### config.mk
export PLATFORM = sky130hd
export DESIGN_NAME = xor_share_arbiter_flat
export DESIGN_NICKNAME = d
export VERILOG_FILES = /design/src/rtl/xor_share_arbiter_if.sv /design/src/rtl/xor_share_arbiter.sv /design/src/flat_wrapper.sv
export SDC_FILE = /design/constraint.sdc
export NUM_CORES = 1
export LEC_CHECK = 0
export ABC_AREA = 0
export CORE_MARGIN = 2
export CORE_UTILIZATION = 25
export CTS_BUF_LIST = sky130_fd_sc_hd__clkbuf_16
export CTS_CLUSTER_SIZE = 12
export DETAILED_ROUTE_END_ITERATION = 12
export PLACE_DENSITY = 0.72
export SETUP_SLACK_MARGIN = 0.5
export SYNTH_ARGS = -nofsm -noshare
export SYNTH_HDL_FRONTEND = slang
export SYNTH_HIERARCHICAL = 1
export SYNTH_SLANG_ARGS = --single-unit
export TNS_END_PERCENT = 20
### constraint.sdc
create_clock -name clk -period 2.4 [get_ports clk]
set_input_delay 0.6 -clock clk [delete_from_list [all_inputs] [get_ports clk]]
set_output_delay 0.6 -clock clk [all_outputs]
set_load 0.02 [all_outputs]
### src/rtl/xor_share_arbiter_if.sv
`default_nettype none
// ============================================================================
//  Module      : xor_share_arbiter_if
//  Description : Requester and result handshake bundle for xor_share_arbiter.
//                master = operand sources / result consumer side,
//                slave  = arbiter side.
//  Revision    : 1.0 - initial release
// ============================================================================
interface xor_share_arbiter_if #(
    parameter int N = 8,
    parameter int M = 4
);
    localparam int IDW = (M > 1) ? $clog2(M) : 1;

    logic [M-1:0]   req_valid;
    logic [M-1:0]   req_ready;
    logic [M*N-1:0] req_a;
    logic [M*N-1:0] req_b;
    logic           res_valid;
    logic           res_ready;
    logic [N-1:0]   res_data;
    logic [IDW-1:0] res_id;

    modport master (
        output req_valid, req_a, req_b, res_ready,
        input  req_ready, res_valid, res_data, res_id
    );

    modport slave (
        input  req_valid, req_a, req_b, res_ready,
        output req_ready, res_valid, res_data, res_id
    );
endinterface
`default_nettype wire

### src/rtl/xor_share_arbiter.sv
`default_nettype none
// ============================================================================
//  Module      : xor_share_arbiter (with helper xorN)
//  Description : Round-robin sharing of one N-bit XOR datapath among M
//                requesters. One registered, id-tagged result per accept;
//                full throughput when the consumer is ready.
//                Optional macro XOR_SHARE_ARB_STATS_EN adds a 16-bit
//                saturating accepted-operation counter on port op_count.
//  Revision    : 1.0 - initial release
// ============================================================================

// Plain N-bit bitwise XOR datapath.
module xorN #(
    parameter int N = 8
) (
    input  wire logic [N-1:0] i_a,
    input  wire logic [N-1:0] i_b,
    output logic      [N-1:0] o_y
);
    assign o_y = i_a ^ i_b;
endmodule

module xor_share_arbiter #(
    parameter int N = 8,
    parameter int M = 4
) (
    input  wire logic              clk,
    input  wire logic              rst_n,
    xor_share_arbiter_if.slave     bus
`ifdef XOR_SHARE_ARB_STATS_EN
    ,
    output logic [15:0]            op_count
`endif
);
    localparam int IDW = (M > 1) ? $clog2(M) : 1;

    typedef enum logic [0:0] {
        ST_EMPTY = 1'b0,
        ST_FULL  = 1'b1
    } state_t;

    state_t         r_state;
    logic [N-1:0]   r_res_data;
    logic [IDW-1:0] r_res_id;
    logic [IDW-1:0] r_last_grant;

    logic [N-1:0]   w_a [M];
    logic [N-1:0]   w_b [M];
    logic [IDW:0]   w_sum [M];
    logic [IDW-1:0] w_cand [M];
    logic [IDW-1:0] w_gidx;
    logic           w_found;
    logic           w_can_accept;
    logic           w_accept;
    logic [M-1:0]   w_ready;
    logic [N-1:0]   w_sel_a;
    logic [N-1:0]   w_sel_b;
    logic [N-1:0]   w_xor;

    // Split the flat operand buses into per-requester words, and list the
    // requester indices in priority order starting just after last_grant.
    // The sum is one bit wider than an index so the modulo-M wrap is exact.
    generate
        for (genvar i = 0; i < M; i++) begin : g_unpack
            assign w_a[i]    = bus.req_a[i*N +: N];
            assign w_b[i]    = bus.req_b[i*N +: N];
            assign w_sum[i]  = {1'b0, r_last_grant} + (IDW+1)'(i + 1);
            assign w_cand[i] = (w_sum[i] >= (IDW+1)'(M))
                             ? IDW'(w_sum[i] - (IDW+1)'(M))
                             : w_sum[i][IDW-1:0];
        end
    endgenerate

    // Priority pick: scan from lowest priority up so the highest-priority
    // valid candidate is the last one written.
    always_comb begin
        w_found = 1'b0;
        w_gidx  = '0;
        for (int k = M - 1; k >= 0; k--) begin
            if (bus.req_valid[w_cand[k]]) begin
                w_found = 1'b1;
                w_gidx  = w_cand[k];
            end
        end
    end

    assign w_can_accept = (r_state == ST_EMPTY) || bus.res_ready;
    assign w_accept     = w_found && w_can_accept;

    // One-hot ready toward the granted requester only.
    always_comb begin
        w_ready         = '0;
        w_ready[w_gidx] = w_accept;
    end

    assign w_sel_a = w_a[w_gidx];
    assign w_sel_b = w_b[w_gidx];

    xorN #(
        .N (N)
    ) u_xor (
        .i_a (w_sel_a),
        .i_b (w_sel_b),
        .o_y (w_xor)
    );

    // Result register state machine: load on accept, empty on drain.
    always_ff @(posedge clk) begin
        if (!rst_n) begin
            r_state      <= ST_EMPTY;
            r_res_data   <= '0;
            r_res_id     <= '0;
            r_last_grant <= IDW'(M - 1);
        end else begin
            if (w_accept) begin
                r_res_data   <= w_xor;
                r_res_id     <= w_gidx;
                r_last_grant <= w_gidx;
            end
            case (r_state)
                ST_EMPTY: begin
                    if (w_accept) begin
                        r_state <= ST_FULL;
                    end
                end
                ST_FULL: begin
                    if (!w_accept && bus.res_ready) begin
                        r_state <= ST_EMPTY;
                    end
                end
                default: r_state <= ST_EMPTY;
            endcase
        end
    end

    assign bus.req_ready = w_ready;
    assign bus.res_valid = (r_state == ST_FULL);
    assign bus.res_data  = r_res_data;
    assign bus.res_id    = r_res_id;

`ifdef XOR_SHARE_ARB_STATS_EN
    logic [15:0] r_op_count;

    // Saturating count of accepted operations.
    always_ff @(posedge clk) begin
        if (!rst_n) begin
            r_op_count <= '0;
        end else if (w_accept && (r_op_count != 16'hFFFF)) begin
            r_op_count <= r_op_count + 16'd1;
        end
    end

    assign op_count = r_op_count;
`endif

endmodule
`default_nettype wire

### src/flat_wrapper.sv
// flat-port wrapper written by rule: the top's interface ports become plain ports
module xor_share_arbiter_flat 
#(
    parameter int N = 8,
    parameter int M = 4
)
  (clk, rst_n, bus_req_valid, bus_req_a, bus_req_b, bus_res_ready, bus_req_ready, bus_res_valid, bus_res_data, bus_res_id);
  xor_share_arbiter_if #(.N(N), .M(M)) bus_i ();
  input  wire logic clk;
  input  wire logic rst_n;
  input wire logic [$bits(bus_i.req_valid)-1:0] bus_req_valid;
  input wire logic [$bits(bus_i.req_a)-1:0] bus_req_a;
  input wire logic [$bits(bus_i.req_b)-1:0] bus_req_b;
  input wire logic [$bits(bus_i.res_ready)-1:0] bus_res_ready;
  output wire logic [$bits(bus_i.req_ready)-1:0] bus_req_ready;
  output wire logic [$bits(bus_i.res_valid)-1:0] bus_res_valid;
  output wire logic [$bits(bus_i.res_data)-1:0] bus_res_data;
  output wire logic [$bits(bus_i.res_id)-1:0] bus_res_id;
  assign bus_i.req_valid = bus_req_valid;
  assign bus_i.req_a = bus_req_a;
  assign bus_i.req_b = bus_req_b;
  assign bus_i.res_ready = bus_res_ready;
  assign bus_req_ready = bus_i.req_ready;
  assign bus_res_valid = bus_i.res_valid;
  assign bus_res_data = bus_i.res_data;
  assign bus_res_id = bus_i.res_id;
  xor_share_arbiter #(.N(N), .M(M)) u_core (.clk(clk), .rst_n(rst_n), .bus(bus_i));
endmodule
# Word-level counts from Yosys, hierarchy flattened
# Cells that the tools add are included.
# classes
add_sub_neg,8
order_cmp,11
bitwise,4
reduce_logical,5
n_mux,31
# op_table
operator,n
$bmux 8 s2,2
$mux 8,4
$mux 2,8
$ge 3x3->1 const B,5
$lt 2x3->1 const B,5
$mux 1,11
$bmux 1 s2,4
$sub 2x1->2 const B,4
$xor 8x8->8,1
$add 2x2->3 const B,2
$and 4x4->4,1
$add 2x1->3 const B,1
$add 2x3->3 const B,1
$logic_and 1x1->1,3
$not 2->3,1
$demux 1 s2,1
$ge 2x1->1 const B,1
$pmux 1 s2,1
$logic_not 1->1,1
$logic_or 1x1->1,1
$not 1->1,1
# word_totals
regBits,13
input_bits,71
output_inout_bits,15
wordCells,63

# Depth between registers and ports, before layout
# logic_depth
word_depth,14
ltp_mapped,9
depth_no_buf,7

# Hierarchy
# The synthesis kept the hierarchy.
# modules_own_cells
mod,seq_area_each_um2,n_inst,area_each_um2,cells_per_inst
xor_share_arbiter,260.2,1,1148.6,125
xorN,0.0,1,70.1,8

# Least setup slack after synthesis
# No wires, ideal clock.
# synth_path
path_kind,input port to output port
start,input bus_req_valid[3]
end,output bus_req_ready[1]
slack_ns,0.051
required_time_ns,1.800
n_path_buf,2
arrival_ns,1.749
path_stages,5
cell_sequence,and2b_1 -> o221a_1 -> buf_6 -> buf_8 -> nor3_1
# synth_between
elab_chain_len,11
word_cells_on_any_way,23
cone_classes,2 x order compare; 18 x mux; 1 x bitwise; 2 x reduce/logical
# synth_lines
item,line_no,rtl
start: declaration,flat_wrapper.sv:11,input wire logic [$bits(bus_i.req_valid)-1:0] bus_req_valid;
$bmux 1 s2,xor_share_arbiter.sv:80,if (bus.req_valid[w_cand[k]]) begin
$mux 1 (implied by the code),xor_share_arbiter.sv:80,
$mux 2 (4 in series),xor_share_arbiter.sv:80,
$lt 2x3->1 (implied by the code) / $ge 2x1->1 (equally long branches),xor_share_arbiter.sv:93,w_ready[w_gidx] = w_accept;
$logic_and 1x1->1 (implied by the code),xor_share_arbiter.sv:93,
$mux 1 (implied by the code),xor_share_arbiter.sv:93,
$demux 1 s2,--,
$and 4x4->4 (no source line) (*),--,
end: declaration,flat_wrapper.sv:15,output wire logic [$bits(bus_i.req_ready)-1:0] bus_req_ready;
# Every way passes the cells marked *; elsewhere a longest branch is shown, timed or not. The select of a mux whose other input is x is not followed.

# Worst setup path in the final report
# layout_path
start,input bus_req_valid[2]
end,output bus_req_ready[1]
# Same word-level chain as after synthesis.

==> out/metrics.csv <==
stage,metric,value,unit
worst_setup_path,cp-end-kind,primary output,
cts,cts.clk_slew.worst_paths,0.04,ns
routing,vias,1272,
yosys,seq_area_frac_synth,21.36,%
floorplan,ioPinCount,86,
sta,final-setup-viol-count,0,
yosys,synth_cells,133,
routing,wirelength,3.893,mm
power_and_ir_drop,p_leak,1.040,nW
yosys,syn-cell-area,1219,sq um
sta,rsz0062_at_grt,true,
worst_setup_path,cpMaxStageDelayCell,and3_4,
worst_setup_path,path_delay_family,simple AND/OR/NAND/NOR gates,
global_routing,grt_use_total,13.39,%
routing,wl_per_cell,13.20,um
global_routing,grt_overflow,0,
cells_and_area,register_area,260.3,sq um
worst_setup_path,crit_arrival,1.56,ns
cells_and_area,finalNetCount,300,
cts,ctsHtreeMaxLevel,1,
sta,fmax,0.4625,GHz
floorplan,rows,25,
power_and_ir_drop,vdd_ir_drop_max,310.6,uV
place,gp_congestion,0.7476,
yosys,synth_seq_cells,13,
floorplan,dieArea,5449,sq um
worst_setup_path,start_kind,primary input,
routing,drcViolationCount,0,
floorplan,die_h,73.82,um
floorplan,initial_core_util,25.80,%
place,place_ws,-0.7152,ns
worst_setup_path,slowest_delay,0.21,ns
cells_and_area,final_common_cell,clkdlybuf4s50_1,
routing,viasPerCell,4.312,
yosys,synth_cell_types,30,
worst_setup_path,timing_worst_setup_path_type,in2out,
worst_setup_path,reg2regPathDepth,10,
yosys,synth.avg_cell_area,9.163,sq um
worst_setup_path,reg2reg_to,u_core/bus.res_data[7],
worst_setup_path,crit_chain,buf_2 -> nand2b_1 -> a21o_1 -> and3_4 -> nor3_4 -> buf_6,
sta,skew,0.002835,ns
floorplan,die-width,73.82,um
hold_path,hp-class,reg2reg,
place,placed_cells,285,
cts,clockBufferDepth,2,
yosys,netlist.area_leader.share,39.43,%
sta,fin_crit_sh,90.08,%
worst_setup_path,r2r-start,u_core/r_last_grant[1],
status,status,completed,
worst_setup_path,path_buf_inv,2,
worst_setup_path,r2r_slack,0.32,ns
cells_and_area,final_util,51.68,%
cells_and_area,antennaDiodeCount,0,
cts,clock-sinks,13,
cts,cts_tree,yes,
cells_and_area,area_growth,100.3,%
cts,numCtsBuffers,3,
yosys,synth.largest_area_cell,mux2i_1,
worst_setup_path,cp_max_fo,4,
cells_and_area,final_cell_mix,"clkdlybuf4s50_1, mux2i_1, nand2_1, dfxtp_1",
global_routing,antenna_found_initial,0,
hold_path,worstHoldEndpoint,u_core/bus.res_data[3],
yosys,syn_nets,204,
hold_path,hold_depth,2,
routing,drt-initial-drc-count,24,
place,portBuffers,85,
sta,setup_ws,0.2380,ns
cells_and_area,multiInputGateArea,964.7,sq um
sta,finalMaxSlewViolations,0,
place,dp.final_hpwl,3.058,mm
sta,hold_viol_final,0,
sta,worstMarginPinSlew,0.3912,ns
cts,cts-root-buf,clkbuf_16,
flow_run,drv_cap,0,
sta,period_minus_slack,2.162,ns
sta,slew_headroom,73.84,%
power_and_ir_drop,p_total,1.269,mW
global_routing,first_global_vias,1235,
floorplan,core,4723,sq um
cells_and_area,stdcell_count,295,
cells_and_area,drive_gt1_share,17.98,%
cts,clk_latency,0.24,ns
cells_and_area,fill_cells,456,
global_routing,grt_pass1_wl,5.733,mm
power_and_ir_drop,power_density,519.7,nW/um^2
global_routing,grt_max_degree,17,
routing,dr.pass1.iters,4,
yosys,ys_warn_count,6,
routing,ant_nets,0,
cts,cts_hold_buffers,0,
hold_path,min_from,u_core/bus.res_data[3],
worst_setup_path,worst_ep_required_time,1.80,ns
yosys,yosys-top-cells-area,"mux2i_1, dfxtp_1, xor2_1, a21boi_1, nand2_1",
==> metal layers <==
metal	wire length, um	share of wire, %	GRT usage, %	vias up
met5	0	0	0	-
met3	218	5.6	2.743	2
li1	-	-	-	668
met1	1709	44	17.27	565
met2	1950	50	22.82	37
met4	14	0.36	3.030	0
==> logic make-up (layout without fill, tap and decap cells) <==
family	after synthesis	count (layout)	synth area share, %
buffers and inverters	9	104	8.315
DFF	13	13	21.36
AOI/OAI and AO/OA	18	18	10.27
xor gates and xnor gates	8	8	5.750
and+or+nand+nor	37	37	14.89
muxes	48	48	39.42
==> report_power, final <==
group / internal, mW / total (mW) / switching, mW
logic: 0.399 / 0.694 / 0.295
clock network: 0.219 / 0.299 / 0.0808
registers: 0.253 / 0.275 / 0.0219
==> worst max-delay path by stage <==
stage,cells after the start,end,start,slack [ns]
2_1_floorplan,5,bus_req_ready[0],bus_req_valid[3],0.29
3_3_place_gp,6,bus_req_ready[0],bus_req_valid[3],-0.66
3_5_place_dp,6,bus_req_ready[0],bus_req_valid[3],-0.72
4_1_cts,6,bus_req_ready[1],bus_req_valid[3],0.22
5_1_grt,6,bus_req_ready[0],bus_req_valid[3],0.19
6_report,6,bus_req_ready[1],bus_req_valid[2],0.24
==> cells in the mapped netlist, drive strengths merged <==
cell type,instances
a21boi,10
nor3b,1
and2b,1
clkbuf,1
nand3,2
nor2b,2
a21o,1
and3,1
a21oi,1
buf,8
dfxtp,13
o221a,1
a31oi,1
nand2b,4
nor3,2
o21ai,4
nor4,1
mux2i,48
xor2,8
nand2,19
nor2,3
or2,1
==> tightest hold or removal path, stage by stage, from the launching register on <==
cell and delay, ns:
dfxtp_1 0.30, nand2_1 0.05, a21boi_1 0.05
==> timing repair <==
item,in CTS,in global routing
buffers inserted,4,0
resized for setup,59,15
setup endpoints to repair,15,12
gates cloned,0,2
pin swaps,9,9
==> state kept, by name (all words and copies together) (netlist names) <==
| register | count |
|---|---|
| u_core/bus.res_data | 8 |
| u_core/bus.res_id | 2 |
| u_core/bus.res_valid | 1 |
| u_core/r_last_grant | 2 |
==> per-stage QoR <==
stage	instance area, sq um	hold slack [ns]	TNS [ns]
6_report	2441	0.4517	0
5_1_grt	2441	0.4725	0
4_1_cts	2335	0.4542	0
3_5_place_dp	2157	0.4484	-5.769
3_3_place_gp	2157	0.4395	-5.223
2_1_floorplan	1261	0.4848	0
==> final cells by class <==
class,count,area share [%]
repair buffers,100,43.16
clock buffers,3,3.075
well taps,67,3.434
clock inverters,1,0.1538
flip-flops and latches,13,10.66
multi-input cells,111,39.52
No activity file was read; power rests on OpenSTA's default activity.
